--- config.mk ---
export PLATFORM = sky130hd
export DESIGN_NAME = sequence_decode_multirate_flat
export DESIGN_NICKNAME = d
export VERILOG_FILES = /design/src/rtl/rx_interface.sv /design/src/rtl/sequence_decode_multirate.sv /design/src/flat_wrapper.sv
export SDC_FILE = /design/constraint.sdc
export NUM_CORES = 1
export LEC_CHECK = 0
export ABC_AREA = 0
export CORE_AREA = 3 3 82 84
export CTS_CLUSTER_SIZE = 40
export DETAILED_ROUTE_END_ITERATION = 16
export DIE_AREA = 0 0 85 87
export PLACE_DENSITY = 0.49
export SYNTH_ARGS = -nofsm -noshare
export SYNTH_HDL_FRONTEND = slang
export SYNTH_SLANG_ARGS = --single-unit
export TNS_END_PERCENT = 5
--- constraint.sdc ---
create_clock -name clk -period 3.35 [get_ports clk]
set_input_delay 0.335 -clock clk [delete_from_list [all_inputs] [get_ports clk]]
set_output_delay 0.335 -clock clk [all_outputs]
set_load 0.05 [all_outputs]
--- src/rtl/rx_interface.sv ---
// Bit-level receive handshake between the sequence decoder and the frame decoder.
// Ports: soc/eoc/error/data_valid are single-cycle strobes; data holds the last data bit.
// Modports: out_bit for the producer, in_bit for the consumer.
interface rx_interface;
  logic soc;
  logic eoc;
  logic error;
  logic data_valid;
  logic data;

  modport out_bit (output soc, eoc, error, data_valid, data);
  modport in_bit  (input  soc, eoc, error, data_valid, data);
endinterface

--- src/rtl/sequence_decode_multirate.sv ---
// Modified-Miller decoder: pause timing -> X/Y/Z sequences -> soc/eoc/data/error strobes,
// at a runtime-selectable bit rate (ETU = BASE_ETU >> sel) latched while idle.
// Ports: clk, rst_n (async, active-low), pause_n_synchronised, bit_rate_sel[1:0] in;
//        active_rate[1:0], idle, out_iface (rx_interface.out_bit) out. Outputs lag one sequence.
module sequence_decode_multirate #(
  parameter int unsigned BASE_ETU     = 128,
  parameter int unsigned MAX_RATE_SEL = 3,
  parameter int unsigned CNT_W        = $clog2(3*BASE_ETU+1)
) (
  input  logic         clk,
  input  logic         rst_n,
  input  logic         pause_n_synchronised,
  input  logic [1:0]   bit_rate_sel,
  output logic [1:0]   active_rate,
  output logic         idle,
  rx_interface.out_bit out_iface
);

  typedef enum logic [1:0] {
    SEQ_X   = 2'd0,
    SEQ_Y   = 2'd1,
    SEQ_Z   = 2'd2,
    SEQ_ERR = 2'd3
  } seq_e;

  localparam logic [1:0]       MAX_SEL  = 2'(MAX_RATE_SEL);
  localparam logic [CNT_W-1:0] ETU_BASE = CNT_W'(BASE_ETU);
  localparam logic [CNT_W-1:0] ONE      = CNT_W'(1);

  // State
  logic             pause_n_last_q;
  logic             idle_q, idle_d;
  logic [1:0]       active_rate_q, active_rate_d;
  logic [CNT_W-1:0] cnt_q, cnt_d;
  seq_e             seq_prev_q, seq_prev_d;
  logic             prev_is_soc_q, prev_is_soc_d;
  logic             in_frame_q, in_frame_d;
  logic             soc_q, soc_d;
  logic             eoc_q, eoc_d;
  logic             error_q, error_d;
  logic             data_valid_q, data_valid_d;
  logic             data_q, data_d;

  // Decode-stage results
  logic             pause;
  seq_e             seq;
  logic             seq_vld;
  logic             soc_flag;

  // Rate-dependent thresholds: a constant shifted by the latched rate, so each
  // compare reduces to a small mux of constants.
  logic [CNT_W-1:0] etu, half, margin, timeout;

  always_comb begin
    etu    = ETU_BASE >> active_rate_q;
    half   = etu >> 1;
    margin = etu >> 5;
    case (seq_prev_q)
      SEQ_X:   timeout = etu + margin;
      SEQ_Z:   timeout = etu + half + margin;
      SEQ_Y:   timeout = etu;
      default: timeout = (etu << 1) + etu;
    endcase
  end

  // End of a pause is the rising edge of pause_n.
  assign pause = pause_n_synchronised & ~pause_n_last_q;

  // Sequence decode
  always_comb begin
    idle_d        = idle_q;
    active_rate_d = active_rate_q;
    cnt_d         = cnt_q;
    seq           = seq_prev_q;
    seq_vld       = 1'b0;
    soc_flag      = 1'b0;

    if (idle_q) begin
      active_rate_d = (bit_rate_sel > MAX_SEL) ? MAX_SEL : bit_rate_sel;
      if (pause) begin
        seq      = SEQ_Z;
        seq_vld  = 1'b1;
        soc_flag = 1'b1;
        idle_d   = 1'b0;
        cnt_d    = ONE;
      end
    end else begin
      cnt_d = cnt_q + ONE;
      if (pause) begin
        // Pause takes priority over a timeout landing on the same cycle.
        cnt_d   = ONE;
        // Once in ERROR, further pauses are swallowed until the long timeout.
        seq_vld = (seq_prev_q != SEQ_ERR);
        case (seq_prev_q)
          SEQ_X:   seq = (cnt_q <= half + margin) ? SEQ_ERR : SEQ_X;
          SEQ_Z: begin
            if (cnt_q <= half + margin)           seq = SEQ_ERR;
            else if (cnt_q <= etu + margin - ONE) seq = SEQ_Z;
            else                                  seq = SEQ_X;
          end
          SEQ_Y:   seq = (cnt_q <= half) ? SEQ_Z : SEQ_X;
          default: seq = SEQ_ERR;
        endcase
      end else if (cnt_q == timeout) begin
        seq     = SEQ_Y;
        seq_vld = 1'b1;
        cnt_d   = ONE;
        // Two Y in a row means the line has gone quiet: end of traffic.
        if (seq_prev_q == SEQ_Y) idle_d = 1'b1;
      end
    end
  end

  // Output stage: each sequence is classified once the next one arrives.
  always_comb begin
    seq_prev_d    = seq_prev_q;
    prev_is_soc_d = prev_is_soc_q;
    in_frame_d    = in_frame_q;
    soc_d         = 1'b0;
    eoc_d         = 1'b0;
    error_d       = 1'b0;
    data_valid_d  = 1'b0;
    data_d        = data_q;

    if (seq_vld) begin
      seq_prev_d    = seq;
      prev_is_soc_d = soc_flag;
      if (soc_flag) begin
        // The SOC Z itself produces nothing; it is reported with the next sequence.
      end else if (prev_is_soc_q) begin
        soc_d      = 1'b1;
        in_frame_d = 1'b1;
      end else if (in_frame_q) begin
        if ((seq_prev_q == SEQ_Y || seq_prev_q == SEQ_Z) && seq == SEQ_Y) begin
          eoc_d      = 1'b1;
          in_frame_d = 1'b0;
        end else if (seq_prev_q == SEQ_ERR) begin
          error_d = 1'b1;
        end else begin
          data_valid_d = 1'b1;
          data_d       = (seq_prev_q == SEQ_X);
        end
      end
    end
  end

  always_ff @(posedge clk or negedge rst_n) begin
    if (!rst_n) begin
      pause_n_last_q <= 1'b1;
      idle_q         <= 1'b1;
      active_rate_q  <= 2'd0;
      cnt_q          <= '0;
      seq_prev_q     <= SEQ_Y;
      prev_is_soc_q  <= 1'b0;
      in_frame_q     <= 1'b0;
      soc_q          <= 1'b0;
      eoc_q          <= 1'b0;
      error_q        <= 1'b0;
      data_valid_q   <= 1'b0;
      data_q         <= 1'b0;
    end else begin
      pause_n_last_q <= pause_n_synchronised;
      idle_q         <= idle_d;
      active_rate_q  <= active_rate_d;
      cnt_q          <= cnt_d;
      seq_prev_q     <= seq_prev_d;
      prev_is_soc_q  <= prev_is_soc_d;
      in_frame_q     <= in_frame_d;
      soc_q          <= soc_d;
      eoc_q          <= eoc_d;
      error_q        <= error_d;
      data_valid_q   <= data_valid_d;
      data_q         <= data_d;
    end
  end

  assign active_rate          = active_rate_q;
  assign idle                 = idle_q;
  assign out_iface.soc        = soc_q;
  assign out_iface.eoc        = eoc_q;
  assign out_iface.error      = error_q;
  assign out_iface.data_valid = data_valid_q;
  assign out_iface.data       = data_q;

endmodule

--- src/flat_wrapper.sv ---
// flat-port wrapper written by rule: the top's interface ports become plain ports
module sequence_decode_multirate_flat 
#(
  parameter int unsigned BASE_ETU     = 128,
  parameter int unsigned MAX_RATE_SEL = 3,
  parameter int unsigned CNT_W        = $clog2(3*BASE_ETU+1)
)
  (clk, rst_n, pause_n_synchronised, bit_rate_sel, active_rate, idle, out_iface_soc, out_iface_eoc, out_iface_error, out_iface_data_valid, out_iface_data);
  rx_interface out_iface_i ();
  input  logic clk;
  input  logic rst_n;
  input  logic pause_n_synchronised;
  input  logic [1:0] bit_rate_sel;
  output logic [1:0] active_rate;
  output logic idle;
  output wire logic [$bits(out_iface_i.soc)-1:0] out_iface_soc;
  output wire logic [$bits(out_iface_i.eoc)-1:0] out_iface_eoc;
  output wire logic [$bits(out_iface_i.error)-1:0] out_iface_error;
  output wire logic [$bits(out_iface_i.data_valid)-1:0] out_iface_data_valid;
  output wire logic [$bits(out_iface_i.data)-1:0] out_iface_data;
  assign out_iface_soc = out_iface_i.soc;
  assign out_iface_eoc = out_iface_i.eoc;
  assign out_iface_error = out_iface_i.error;
  assign out_iface_data_valid = out_iface_i.data_valid;
  assign out_iface_data = out_iface_i.data;
  sequence_decode_multirate #(.BASE_ETU(BASE_ETU), .MAX_RATE_SEL(MAX_RATE_SEL), .CNT_W(CNT_W)) u_core (.clk(clk), .rst_n(rst_n), .pause_n_synchronised(pause_n_synchronised), .bit_rate_sel(bit_rate_sel), .active_rate(active_rate), .idle(idle), .out_iface(out_iface_i));
endmodule
==> Word level (Yosys, flattened, before mapping) <==
Index checks and enable logic that the tools add are counted.
{ "totals": {"out_inout_bits": 8, "register_bits": 22, "wordCells": 90, "inputBits": 5} }
{ "classes": {"shift": 1, "n_addsub": 7, "n_reduce_logical": 5, "magnitude_cmp": 4, "n_eq_ne": 7, "muxes": 48, "bitwise_logic": 6} }
{ "op_table": {"columns": ["cell", "n"], "rows": [
  ["$mux 9", 4],
  ["$mux 1", 33],
  ["$pmux 9 s3", 1],
  ["$add 9x4->9", 2],
  ["$le 9x9->1", 2],
  ["$mux 2", 9],
  ["$add 8x4->9", 1],
  ["$add 9x1->9 const B", 1],
  ["$add 9x8->9", 1],
  ["$add 9x9->9", 1],
  ["$eq 9x9->1", 1],
  ["$le 9x8->1", 1],
  ["$shr 8x2->9 const A", 1],
  ["$sub 9x1->9 const B", 1],
  ["$pmux 2 s3", 1],
  ["$reduce_and 6->1", 1],
  ["$not 1->1", 5],
  ["$eq 2x1->1 const B", 2],
  ["$eq 2x2->1 const B", 2],
  ["$ne 2x2->1 const B", 2],
  ["$gt 2x2->1 const B", 1],
  ["$logic_not 2->1", 1],
  ["$reduce_and 2->1", 1],
  ["$and 1x1->1", 1],
  ["2 further kinds", 2]
]} }

==> Longest topological paths before layout <==
{ "logic_depth": {"word_depth": 16, "ltp_mapped": 16, "mapped_depth_nobuf": 16} }

==> Worst setup path after synthesis <==
Ideal clock, no wire load.
{ "synth_timing": {"path_type": "reg2reg", "startpoint": "reg u_core.active_rate_q[0], in the netlist u_core.active_rate[0]", "endpoint": "reg u_core.data_q, in the netlist u_core.out_iface.data", "required_time_ns": 3.222, "path_stages_with_launch": 13, "path_slack_ns": -0.217, "setup_ns": 0.128, "n_path_buf": 0, "period_less_slack_ns": 3.567, "arrival_time_ns": 3.439, "cell_sequence": "dfrtp_1 inv_1 ha_1 inv_1 ha_1 ha_1 xnor2_1 a21oi_1 nor4b_4 a31oi_1 or3b_4 nor3b_4 mux2_1"} }
{ "synth_via": {"elab_chain_len": 13, "word_cells_on_any_way": 27, "classes_between": "6 x add/sub; 3 x order compare; 2 x eq/ne; 1 x shift; 12 x mux; 1 x bitwise; 2 x reduce/logical"} }
{ "synth_rtl": {"columns": ["item", "line_no", "text"], "rows": [
  ["start: declaration", "sequence_decode_multirate.sv:33", "logic [1:0] active_rate_q, active_rate_d;"],
  ["start signal: assignment", "sequence_decode_multirate.sv:164", "active_rate_q <= active_rate_d;"],
  ["$shr 8x2->9 (*)", "sequence_decode_multirate.sv:55", "etu = ETU_BASE >> active_rate_q;"],
  ["$add 9x4->9", "sequence_decode_multirate.sv:59, sequence_decode_multirate.sv:98", null],
  ["$sub 9x1->9", "sequence_decode_multirate.sv:98", "else if (cnt_q <= etu + margin - ONE) seq = SEQ_Z;"],
  ["$le 9x9->1", "sequence_decode_multirate.sv:98", null],
  ["$mux 2", "sequence_decode_multirate.sv:98", null],
  ["$mux 2", "sequence_decode_multirate.sv:97", "if (cnt_q <= half + margin) seq = SEQ_ERR;"],
  ["$pmux 2 s3", "sequence_decode_multirate.sv:94", "case (seq_prev_q)"],
  ["$mux 2", "sequence_decode_multirate.sv:89", "if (pause) begin"],
  ["$mux 2", "sequence_decode_multirate.sv:78", "if (idle_q) begin"],
  ["$eq 2x1->1", "sequence_decode_multirate.sv:134", "if ((seq_prev_q == SEQ_Y || seq_prev_q == SEQ_Z) && seq == SEQ_Y) begin"],
  ["$logic_and 1x1->1", "sequence_decode_multirate.sv:134", null],
  ["$not 1->1 (no source line)", null, null],
  ["$reduce_and 6->1 (no source line) (*)", null, null],
  ["end signal: assignment", "sequence_decode_multirate.sv:173", "data_q <= data_d;"],
  ["end: declaration", "sequence_decode_multirate.sv:42", "logic data_q, data_d;"]
]} }
Every way passes the cells marked *; elsewhere a longest branch is shown, timed or not.
A chain may end at the register's enable or synchronous reset.

==> Final worst setup path <==
{ "layout_timing": {"startpoint": "reg u_core.active_rate_q[1], in the netlist u_core.active_rate[1]", "endpoint": "reg u_core.data_q, in the netlist u_core.out_iface.data"} }
The elaborated chain is that of the path after synthesis.

==> impl_metrics.yaml <==
run_status:
  status: "finished, final reports clean"
synthesis:
  synth_nets: 278
  seq_area_frac_synth_pct: 26.2
  synth_cells: 242
  yosys_warnings: 0
  synth.distinct_cells: 56
  ys_async_sr_fraction_pct: 100
  ys_seq_elements: 22
  synth_edf_count: 0
  avgSynthCellArea_um2: 8.74
  syn_area_um2: 2110
  synthFlopType: "dfrtp_1"
drt:
  drtAntennaViolNets: 0
  viasPerCell: 5.33
  drt-initial-drc-count: 59
  firstDrtPassIters: 4
  wl_per_cell_um: 16.2
  vias: 1839
  finalWirelength_mm: 5.59
  drcViolationCount: 0
cts:
  cts_buffers: 3
  clkLatencyLatePin_ps: 270
  cts_root_buf: "clkbuf_8"
  clk_path_buf_depth: 2
  htree_levels: 1
  clock-sinks: 22
  hold_buffers: 0
  clkSlewWorstSetupHoldPaths_ps: 80
  cts_tree: "yes"
power_and_ir_drop:
  seqPwrFrac_pct: 17.3
  internal-power_w: 0.00136
  power.leakage_nw: 1.16
  power.ir.vdd_worst_mv: 0.525
  powerDensity_nw_per_um2: 994
  clockPowerShare_pct: 9.7
  combPwrFrac_pct: 73.0
  total_power_w: 0.00263
  switching_power_w: 0.00127
  switching_share_pct: 48.1
global_routing:
  antenna_found_initial: 0
  overflow: 0
  grt_usage_pct: 16.1
  met1_usage_pct: 22.8
  grt_pass1_wl_mm: 9.43
  grtUsageMet2_pct: 26.3
  grt_max_degree: 23
  grt.met3_usage_pct: 2.37
  grt_busiest_layer: "met2"
  grt_pass1_vias: 1918
floorplan:
  die_w_um: 85
  dieHeight_um: 87
  placementRows: 28
  initial_utilization_pct: 35.3
  io-pin-count: 13
  core_area_um2: 5990
  dieArea_um2: 7400
setup_path:
  worstPathRequired_ps: 3510
  cp_cell_sequence: "inv_4 > buf_4 > ha_2 > and3b_1 > o32ai_1 > o2111a_1 > o2111a_2 > a31oi_2 > or3b_4 > nor3b_4 > mux2_4"
  cp.arrival_ps: 3390
  start_kind: "flip-flop"
  critPathCaptureType: "flip-flop"
  crit_slowest_cell: "or3b_4"
  crit_type: "reg -> reg"
  path_max_fanout: 7
  cp_slowest_stage_delay_ps: 450
final_layout:
  diodes: 0
  layout-drive-gt1-share_pct: 21.9
  syn2layout_area_growth_pct: 25.2
  fill_cells: 596
  fin_nets: 307
  finalCoreUtilization_pct: 44.2
placed_design:
  port_buffers: 12
  gp_congestion: 0.842
  dp_hpwl_mm: 4.41
sta:
  period_minus_slack_ps: 3230
  hold_ws_ps: 409
  relSlewSlack_pct: 62.0
  hold_viol_final: 0
  fmax_ghz: 0.310
  skew_ps: 7.35
  drv_slew: 0
  period_share_pct: 96.4
  setup_viol: 0
  worstMarginPinSlew_ps: 568
run:
  cap_violations: 0
worst_hold_path:
  hp-class: "in -> async"
## cells in the final DEF, fill, tap and decap left out, types with 2 or more instances in the layout
master,n
o21ai_0,12
inv_2,3
and3_1,5
xnor2_1,7
ha_2,2
nor4_2,2
o211ai_1,3
and3b_1,3
nor3_1,7
nand3_1,12
a21oi_1,11
mux2i_1,3
clkdlybuf4s50_1,12
and2_1,2
nor2b_1,5
dfstp_2,3
o21a_1,2
ha_4,3
a22oi_1,3
nor4_1,2
a22o_1,6
buf_6,2
o31a_1,2
inv_1,16
nor2_2,2
dfrtp_2,2
o41ai_2,2
nand4_1,2
nand2_1,20
ha_1,26
nor2_1,10
nand2b_1,2
buf_4,21
a31oi_1,2
dfrtp_1,17
clkbuf_8,3
a21o_1,3
## worst paths after layout
check	start	end	slack, ps	cells after the start
worst max-delay path	u_core.active_rate[1]	u_core.out_iface.data	120	11
worst min-delay path	rst_n	u_core.active_rate[1]	410	2
worst max register to register	u_core.active_rate[1]	u_core.out_iface.data	120	11
worst min register to register	u_core.in_frame_q	u_core.in_frame_q	510	2
max in group asynchronous	rst_n	u_core.pause_n_last_q	2660	2
min in group clk	u_core.in_frame_q	u_core.in_frame_q	510	2
## routing by layer
metal | vias to the layer above | part of all wire [%]
met3 | 2 | 3.6
met5 | - | 0
li1 | 936 | -
met1 | 871 | 50
met4 | 0 | 0.45
met2 | 30 | 46
## power groups by stage
stage	clock network [W]	registers [W]	logic, W
4_1_cts	0.000259	0.000450	0.00176
3_5_place_dp	0	0.000458	0.00174
5_1_grt	0.000273	0.000472	0.00215
3_3_place_gp	0	0.000455	0.00175
2_1_floorplan	0	0.000523	0.00118
6_report	0.000255	0.000456	0.00192
## state kept, by name, summed over array words and instances, names as in the netlist
register,flops
u_core.cnt_q,9
u_core.active_rate,2
u_core.seq_prev_q,2
u_core.idle,1
u_core.in_frame_q,1
u_core.out_iface.data,1
u_core.out_iface.data_valid,1
u_core.out_iface.eoc,1
u_core.out_iface.error,1
u_core.out_iface.soc,1
u_core.pause_n_last_q,1
u_core.prev_is_soc_q,1
## cell usage after synthesis, types with 4 or more instances
| library cell | number | share of area, % |
|---|---|---|
| nor2_1 | 11 | 2.0 |
| a21oi_1 | 12 | 2.8 |
| and3_1 | 5 | 1.5 |
| ha_1 | 31 | 18 |
| a31oi_1 | 4 | 1.2 |
| nor3_1 | 7 | 1.7 |
| nor2b_1 | 5 | 1.5 |
| xnor2_1 | 7 | 2.9 |
| dfrtp_1 | 19 | 22 |
| inv_1 | 20 | 3.6 |
| nand2_1 | 20 | 3.6 |
| a22o_1 | 6 | 2.5 |
| nand3_1 | 12 | 2.8 |
| clkbuf_1 | 6 | 1.1 |
| o21ai_0 | 13 | 3.1 |
## repair_timing
action / 4_1_cts / 5_1_grt
pin swaps: 2 / 9
gates resized for setup: 1 / 24
buffers inserted: 1 / 2
setup endpoints to repair: 1 / 1
hold endpoints to repair: 0 / 0
## area by class of cell
cell class                      count  area [µm²]  share of cell area (%)
Tap cell                           75        93.8                    3.54
Sequential cell                    22         557                    21.0
Multi-Input combinational cell    189        1550                    58.5
Clock inverter                      1        30.0                    1.13
Clock buffer                        3        41.3                    1.56
Timing Repair Buffer               35         300                    11.3
Inverter                           20        77.6                    2.93
## worst max-delay path: cells and delay by family (launching register included)
kind | cells | cell delay, ps
AOI/OAI and AO/OA | 4 | 890
adders and majority gates | 1 | 390
buffers and inverters | 2 | 210
DFF | 1 | 440
muxes | 1 | 310
and+or+nand+nor | 3 | 870
## logic make-up after synthesis
logic type	Yosys count	share of synthesized area, %
AND/OR/NAND/NOR	84	23.4
AO/OA/AOI/OAI	62	20.7
buffers and inverters	31	6.15
adder cells (fa/ha/maj)	31	18.3
flip-flops	22	26.2
XOR/XNOR	8	3.31
multiplexers	4	1.95
## through the flow
stage	cells	setup slack (ps)	cell area (µm²)	TNS, ps
6_report	345	119	2650	0
5_1_grt	345	-2.05	2650	-2.05
4_1_cts	343	4.14	2510	0
3_3_place_gp	338	79.1	2430	0
3_5_place_dp	338	7.78	2430	0
2_1_floorplan	242	29.9	2120	0
Note: power is estimated with default switching activity, not from simulation.
